===== config.mk =====
export PLATFORM = sky130hd
export DESIGN_NAME = spike_rate_decoder
export DESIGN_NICKNAME = d
export VERILOG_FILES = /design/src/rtl/spike_rate_decoder.sv
export SDC_FILE = /design/constraint.sdc
export NUM_CORES = 1
export LEC_CHECK = 0
export CAP_MARGIN = 20
export CORE_UTILIZATION = 57
export CTS_CLUSTER_DIAMETER = 100
export DETAILED_ROUTE_END_ITERATION = 10
export PLACE_DENSITY = 0.87
export SYNTH_ARGS = -nofsm -noshare
export SYNTH_HDL_FRONTEND = slang
export SYNTH_SLANG_ARGS = --single-unit

===== constraint.sdc =====
create_clock -name clk -period 3.5 [get_ports clk]
set_input_delay 0.7 -clock clk [delete_from_list [all_inputs] [get_ports clk]]
set_output_delay 0.7 -clock clk [all_outputs]
set_load 0.1 [all_outputs]

===== src/rtl/spike_rate_decoder.sv =====
// -----------------------------------------------------------------------------
// spike_rate_decoder
//
// Receive end of the spiking-neuron path. Counts rising edges of a spike train
// over a programmable window of clock cycles and delivers each window's count
// through a one-entry valid/ready output register. It also measures the most
// recent inter-spike interval (ISI).
//
// Parameters
//   CNT_W       width of the rate count, window length and ISI (all saturating)
//
// Ports
//   clk         in   1      system clock, all state updates on posedge
//   rst_n       in   1      asynchronous active-low reset
//   en          in   1      1 = decode; 0 = return to IDLE, partial window dropped
//   spike_in    in   1      spike train; one spike = one 0->1 transition
//   window_len  in   CNT_W  window length in cycles, 0 = 2^CNT_W
//   rate_out    out  CNT_W  spike count of the last delivered window
//   rate_valid  out  1      rate_out holds an undelivered result
//   rate_ready  in   1      consumer accepts rate_out on rate_valid & rate_ready
//   isi_out     out  CNT_W  cycles between the two most recent spike edges
//   overrun     out  1      sticky: a result was dropped, output register full
// -----------------------------------------------------------------------------
module spike_rate_decoder #(
    parameter int CNT_W = 8
) (
    input  logic             clk,
    input  logic             rst_n,
    input  logic             en,
    input  logic             spike_in,
    input  logic [CNT_W-1:0] window_len,
    output logic [CNT_W-1:0] rate_out,
    output logic             rate_valid,
    input  logic             rate_ready,
    output logic [CNT_W-1:0] isi_out,
    output logic             overrun
);

    localparam logic [CNT_W-1:0] CNT_MAX = '1;

    typedef enum logic {
        IDLE  = 1'b0,
        COUNT = 1'b1
    } state_e;

    // Window length and timer are one bit wider so a window of 2^CNT_W fits.
    state_e           state_q, state_d;
    logic             spike_prev_q;
    logic [CNT_W:0]   win_q, win_d;
    logic [CNT_W:0]   timer_q, timer_d;
    logic [CNT_W-1:0] count_q, count_d;
    logic [CNT_W-1:0] rate_q, rate_d;
    logic             valid_q, valid_d;
    logic             overrun_q, overrun_d;
    logic [CNT_W-1:0] isi_cnt_q, isi_cnt_d;
    logic [CNT_W-1:0] isi_q, isi_d;
    logic             isi_armed_q, isi_armed_d;

    logic             spike_edge;
    logic [CNT_W:0]   win_len_ext;
    logic [CNT_W:0]   timer_inc;
    logic [CNT_W-1:0] count_inc;
    logic [CNT_W-1:0] result;
    logic [CNT_W-1:0] isi_cnt_inc;
    logic             win_last;
    logic             can_post;

    assign spike_edge  = spike_in & ~spike_prev_q;
    assign win_len_ext = (window_len == '0) ? {1'b1, {CNT_W{1'b0}}}
                                            : {1'b0, window_len};
    assign timer_inc   = timer_q + (CNT_W+1)'(1);
    assign count_inc   = (count_q == CNT_MAX) ? CNT_MAX : count_q + CNT_W'(1);
    assign isi_cnt_inc = (isi_cnt_q == CNT_MAX) ? CNT_MAX : isi_cnt_q + CNT_W'(1);

    // The last cycle's edge belongs to the window that is ending.
    assign result      = spike_edge ? count_inc : count_q;
    assign win_last    = (state_q == COUNT) && (timer_inc == win_q);

    // A slot is free if empty, or if it is being drained this very cycle.
    assign can_post    = !valid_q || rate_ready;

    always_comb begin
        // NOTE: every _d gets a hold default first so no path can infer a latch.
        state_d     = state_q;
        win_d       = win_q;
        timer_d     = timer_q;
        count_d     = count_q;
        rate_d      = rate_q;
        valid_d     = valid_q;
        overrun_d   = overrun_q;
        isi_cnt_d   = isi_cnt_q;
        isi_d       = isi_q;
        isi_armed_d = isi_armed_q;

        // Window FSM
        case (state_q)
            IDLE: begin
                if (en) begin
                    win_d   = win_len_ext;
                    timer_d = '0;
                    count_d = '0;
                    state_d = COUNT;
                end
            end
            COUNT: begin
                if (!en) begin
                    timer_d = '0;
                    count_d = '0;
                    state_d = IDLE;
                end else if (win_last) begin
                    // Back-to-back windows: restart and re-sample the length now.
                    timer_d = '0;
                    count_d = '0;
                    win_d   = win_len_ext;
                end else begin
                    timer_d = timer_inc;
                    count_d = result;
                end
            end
            default: state_d = IDLE;
        endcase

        // Output register: drain first, then a post may refill the same cycle.
        if (valid_q && rate_ready) begin
            valid_d = 1'b0;
        end
        if (en && win_last) begin
            if (can_post) begin
                rate_d  = result;
                valid_d = 1'b1;
            end else begin
                overrun_d = 1'b1;
            end
        end

        // ISI: independent of en and windows. The first edge only arms it.
        if (spike_edge) begin
            if (isi_armed_q) begin
                isi_d = isi_cnt_inc;
            end
            isi_cnt_d   = '0;
            isi_armed_d = 1'b1;
        end else if (isi_armed_q) begin
            isi_cnt_d = isi_cnt_inc;
        end
    end

    always_ff @(posedge clk or negedge rst_n) begin
        if (!rst_n) begin
            state_q      <= IDLE;
            spike_prev_q <= 1'b0;
            win_q        <= '0;
            timer_q      <= '0;
            count_q      <= '0;
            rate_q       <= '0;
            valid_q      <= 1'b0;
            overrun_q    <= 1'b0;
            isi_cnt_q    <= '0;
            isi_q        <= '0;
            isi_armed_q  <= 1'b0;
        end else begin
            // NOTE: non-blocking so every register samples pre-edge values.
            state_q      <= state_d;
            spike_prev_q <= spike_in;
            win_q        <= win_d;
            timer_q      <= timer_d;
            count_q      <= count_d;
            rate_q       <= rate_d;
            valid_q      <= valid_d;
            overrun_q    <= overrun_d;
            isi_cnt_q    <= isi_cnt_d;
            isi_q        <= isi_d;
            isi_armed_q  <= isi_armed_d;
        end
    end

    assign rate_out   = rate_q;
    assign rate_valid = valid_q;
    assign isi_out    = isi_q;
    assign overrun    = overrun_q;

endmodule


==> results_dict.tcl, run 1 <==
set metrics [dict create \
    outcome "completed" \
    r2r-start "timer_q[0]" \
    drt-pass1-iter-count 5 \
    drv_slew 0 \
    io_buffer_count 30 \
    synth_nets 388 \
    grt_overflow 0 \
    track_usage_pct 25.0 \
    clock_latency_ns 0.32 \
    finalCriticalPeriod_ns 2.83 \
    first_iter_violations 270 \
    worstSetupPathType "reg2reg" \
    avgSynthCellArea_um2 8.69 \
    via_per_inst 6.09 \
    fillCellCount 445 \
    fmax_ghz 0.353 \
    ys_ff_latch 55 \
    worstPathArrival_ns 3.04 \
    maxCapViolCount 0 \
    critPathLaunchType "flip-flop" \
    die_w_um 77.3 \
    slowest_delay_ns 0.59 \
    post_cts_buffers 0 \
    ioPinCount 31 \
    tightestPinTransition_ns 0.974 \
    synth_cells 372 \
    placed_area_mm2 0.00357 \
    drc 0 \
    cts_tree "built" \
    cts_made_buffers 5 \
    core-area_mm2 0.00547 \
    synth_cell_types 46 \
    cts.path.max_buffers 2 \
    cts-root-buf "clkbuf_8" \
    synth_flop_cell "dfrtp_1" \
    nets 408 \
    worstPathRequired_ns 3.71 \
    reg2reg_to "rate_out[1]" \
    wl_per_cell_um 14.9 \
    globalplace.congestion 0.902 \
    fin_crit_sh_pct 80.9 \
    fin_area_mm2 0.00366 \
    hp-class "in2async" \
    wl_um 6940 \
    cp_slowest_cell "nor4_4" \
    netlist_area_mm2 0.00323 \
    power_density_mw_per_mm2 410 \
    max_slew_margin_pct 34.9 \
    grt_antenna_before_repair 0 \
    placementRows 27 \
    setup_violations 0 \
    path_max_fanout 10 \
    fp.dieArea_mm2 0.00598 \
    hold_violations 0 \
    cts_resized 0 \
    cts_hold_buf 0 \
    final_common_cell "nand2_1" \
    synth_edf_count 0 \
    p_leak_nw 1.59 \
    most-common-layout-cells "nand2_1, dfrtp_1, clkdlybuf4s50_1" \
    die_height_um 77.3 \
    netlist_top_cells_area "dfrtp_1, nand2_1, nand3_1" \
    drive_gt1_share_pct 8.65 \
    vdd_ir_drop_max_uv 459 \
    synth_top_area_share_pct 42.6 \
    yosysWarningCount 0 \
    tns_ns 0 \
    crit_chain "ha_1 > nand2b_1 > a31oi_1 > a2111oi_2 > nand3_4 > nor4_4 > mux2_2" \
    clock_sinks 55 \
    seq_area_frac_synth_pct 42.6 \
    htreeDepth 2 \
    num_vias 2830 \
    rsz0062_at_grt "false" \
    r2r_cells 7 \
    initial_core_util_pct 59.1 \
    grt_pass1_wl_um 12000 \
    synth_top_area_cell "dfrtp_1" \
    grt_max_degree 39 \
    antenna_cells 0 \
    areaGrowthSynthToFinish_pct 13.4 \
    post-dp-hpwl_um 4810 \
    path_clk_slew_ns 0.11 \
    skew_ns 0.00555 \
    r2r_slack_ns 0.67 \
    cp-end-kind "flip-flop" \
    async_flop_share_pct 100 \
    grt_pass1_vias 2683 \
    antenna_left 0 \
]
==> per-layer routing <==
layer | track usage (%) | share of wire [%] | wire length, um | vias up
met3 | 4.05 | 6.1 | 421 | 7
li1 | - | - | - | 1354
met5 | 0 | 0 | 0 | -
met4 | 8.11 | 1.1 | 79 | 0
met2 | 43.5 | 50 | 3460 | 114
met1 | 31.7 | 43 | 2980 | 1355
==> synth_stat cells, types with 2 or more instances <==
cell type   n
buf_2       7
xor2_1      9
o21a_1      2
nand4_1     3
nand3_4     2
and2_1      5
nor2_1     20
or3_1      10
clkbuf_1   15
o211ai_1    6
o21ai_0    21
and3_1      9
a31oi_1    10
o221ai_1    5
o32ai_1     7
o31ai_1     2
nand2_1    61
nand3_1    28
a31o_2      2
nor2b_1     6
ha_1        3
nor4_1      2
dfrtp_1    55
mux2_2      6
mux2i_1     7
a21o_1      2
a311oi_1    3
xnor2_1     5
a211oi_1    3
a21oi_1    11
or2_2       3
inv_1      18
nor3_1      4
nand2b_1    8
==> worst max path at each step <==
| stage | start | end | slack (ns) | cells past startpoint |
|---|---|---|---|---|
| 2_1_floorplan | timer_q[0] | rate_out[1] | 0.86 | 7 |
| 3_3_place_gp | timer_q[0] | rate_out[3] | 0.77 | 7 |
| 3_5_place_dp | timer_q[0] | rate_out[3] | 0.69 | 7 |
| 4_1_cts | timer_q[0] | rate_out[1] | 0.67 | 7 |
| 5_1_grt | timer_q[0] | rate_out[1] | 0.46 | 7 |
| 6_report | timer_q[0] | rate_out[1] | 0.67 | 7 |
==> stage by stage <==
| step | worst slack [ns] | hold WS [ns] | util, % | instances | power (mW) |
|---|---|---|---|---|---|
| 2_1_floorplan | 0.864 | 0.404 | - | 372 | 1.03 |
| 3_3_place_gp | 0.768 | 0.458 | 65.2 | 457 | 1.12 |
| 3_5_place_dp | 0.686 | 0.470 | 65.2 | 457 | 1.14 |
| 4_1_cts | 0.673 | 0.499 | 66.9 | 465 | 1.52 |
| 5_1_grt | 0.464 | 0.506 | 66.9 | 465 | 1.57 |
| 6_report | 0.670 | 0.483 | 66.9 | 465 | 1.50 |
==> state kept, by name, indices dropped and copies added (netlist names) <==
| name | cells |
|---|---|
| win_q | 9 |
| count_q | 8 |
| isi_cnt_q | 8 |
| rate_out | 8 |
| isi_out | 8 |
| overrun | 1 |
| spike_prev_q | 1 |
| timer_q | 9 |
| rate_valid | 1 |
| isi_armed_q | 1 |
| state_q | 1 |
==> worst max-delay path: cells and delay by family (launching register included) <==
kind | cells | cell delay, ns
adders and majority gates | 1 | 0.39
and+or+nand+nor | 3 | 0.89
muxes | 1 | 0.40
AOI/OAI and AO/OA | 2 | 0.54
DFF | 1 | 0.51
==> logic make-up after synthesis <==
group | after synthesis | share of synthesized area (%)
AO/OA/AOI/OAI | 80 | 17.1
AND/OR/NAND/NOR | 166 | 26.1
XOR/XNOR | 14 | 3.79
multiplexers | 13 | 4.26
buffers and inverters | 41 | 5.03
adder cells (fa/ha/maj) | 3 | 1.16
flip-flops | 55 | 42.6
==> layout make-up <==
| cell class | count | area (um^2) | share of cell area [%] |
|---|---|---|---|
| clock buffer | 5 | 68.8 | 1.88 |
| tap | 72 | 90.1 | 2.46 |
| multi-input combinational | 276 | 1690 | 46.2 |
| clock inverter | 3 | 27.5 | 0.751 |
| inverter | 18 | 67.6 | 1.84 |
| timing repair buffer | 36 | 340 | 9.29 |
| sequential | 55 | 1380 | 37.6 |
==> report_power, final <==
part,switching [mW],internal (mW)
Combinational,0.263,0.121
Sequential,0.0570,0.687
Clock,0.226,0.147
Power figures use the tool's default switching activity.
==> inputs of run 2 (changes only) <==
- clock period: 3.5 -> 2.77 ns (I/O delays scaled with it)
==> run 2 against run 1 <==
  * Wire length rose by 3.0%
  * Non-clock buffer count rose by 4
  * Die area did not move
  * Critical path type unchanged
  * Critical endpoint is now rate_out[5]
  * Largest cell class unchanged
  * Largest power group unchanged
==> results_dict.tcl, run 2 (synthesis gave the netlist of run 1 again) <==
set metrics [dict create \
    grt_max_degree 56 \
    worstSetupPathType "reg2reg" \
    r2r-start "timer_q[1]" \
    path_clk_slew_ns 0.09 \
    setup_violations 0 \
    finalCriticalPeriod_ns 2.51 \
    grt_overflow 0 \
    p_leak_nw 1.62 \
    reg_top3 "timer_q: 9 flops, win_q: 9 flops" \
    initial_core_util_pct 59.1 \
    most-common-layout-cells "nand2_1, dfrtp_1, nand3_1, buf_4, o21ai_0" \
    via_per_inst 6.13 \
    track_usage_pct 26.2 \
    die_height_um 77.3 \
    fp.dieArea_mm2 0.00598 \
    drc 0 \
    num_vias 2861 \
    fin_crit_sh_pct 90.6 \
    cts_made_buffers 5 \
    final_common_cell "nand2_1" \
    post_cts_buffers 0 \
    skew_ns 0.00325 \
    globalplace.congestion 0.905 \
    cts.path.max_buffers 2 \
    grt_antenna_before_repair 0 \
    tns_ns 0 \
    ioPinCount 31 \
    htreeDepth 2 \
    tightestPinTransition_ns 0.685 \
    wl_per_cell_um 15.3 \
    core-area_mm2 0.00547 \
    reg2reg_to "rate_out[5]" \
    hold_violations 0 \
    first_iter_violations 221 \
    clock_latency_ns 0.30 \
    fmax_ghz 0.398 \
    hp-class "in2async" \
    worstPathArrival_ns 2.74 \
    path_max_fanout 10 \
    outcome "completed" \
    antenna_left 0 \
    cp-end-kind "flip-flop" \
    grt_pass1_wl_um 12500 \
    drv_slew 0 \
    io_buffer_count 30 \
    maxCapViolCount 0 \
    nets 412 \
    rsz0062_at_grt "false" \
    max_slew_margin_pct 54.4 \
    multiInputGateArea_mm2 0.00170 \
    worstPathRequired_ns 3.00 \
    power_density_mw_per_mm2 506 \
    areaGrowthSynthToFinish_pct 12.2 \
    drt-pass1-iter-count 5 \
    r2r_slack_ns 0.26 \
    vdd_ir_drop_max_uv 553 \
    fin_cells 467 \
    critPathLaunchType "flip-flop" \
    cts-root-buf "clkbuf_8" \
    placementRows 27 \
    dp.cells 461 \
    clock_sinks 55 \
    fillCellCount 463 \
    seq_area_mm2 0.00138 \
    wl_um 7150 \
    r2r_cells 8 \
    grt_pass1_vias 2743 \
    cts_tree "built" \
    antenna_cells 0 \
    drive_gt1_share_pct 13.7 \
    post-dp-hpwl_um 4980 \
    die_w_um 77.3 \
]
[run 2: cell type report]
type	count	share of cell area, %
Clock buffer	6	2.00
Sequential cell	55	37.9
Inverter	18	1.86
Timing Repair Buffer	40	8.97
Tap cell	72	2.48
Multi-Input combinational cell	276	46.7
[run 2: report_power, final]
group          internal, mW  leakage, nW  switching [mW]
registers             0.868        0.684          0.0710
clock network         0.169       0.0371           0.244
logic                 0.148        0.903           0.335
total                  1.18         1.62           0.650
[run 2: worst max-delay path, stage by stage, from the launching register on]
cell,delay [ns]
dfrtp_1,0.46
ha_2,0.32
nand2b_1,0.14
a31oi_1,0.09
a2111oi_2,0.47
nand3_4,0.18
nor4_4,0.33
buf_4,0.23
mux2i_1,0.19
[run 2: metrics by stage]
stage / utilization, % / total power, mW / hold WS, ns / setup slack [ns] / area [um^2]
finish: 66.3 / 1.83 / 0.360 / 0.259 / 3630
global route: 66.3 / 1.92 / 0.425 / 0.0437 / 3630
CTS: 66.2 / 1.84 / 0.389 / 0.108 / 3620
detailed placement: 64.9 / 1.44 / 0.462 / 0.122 / 3550
global placement: 64.9 / 1.42 / 0.462 / 0.236 / 3550
floorplan: - / 1.30 / 0.258 / 0.134 / 3230
[run 2: per-layer routing]
metal  global-route usage (%)  up-vias  part of all wire [%]
li1                         -     1371                     -
met1                     33.8     1373                    44
met2                     43.8      102                    49
met3                     4.64       15                   5.2
met4                     9.62        0                   1.7
met5                        0        -                     0
[run 2: how the worst max path moves through the flow]
stage               startpoint          end  slack [ns]  depth (start not counted)
floorplan           timer_q[0]  rate_out[1]        0.13                          7
global placement    timer_q[1]  rate_out[2]        0.24                          7
detailed placement  timer_q[1]  rate_out[5]        0.12                          8
CTS                 timer_q[1]  rate_out[5]        0.11                          8
global route        timer_q[1]  rate_out[7]        0.04                          8
finish              timer_q[1]  rate_out[5]        0.26                          8
[run 2: what timing repair did]
action / CTS / global route
setup endpoints to repair: 0 / 7
gates resized for setup: 0 / 1
hold buffers: 0 / 0
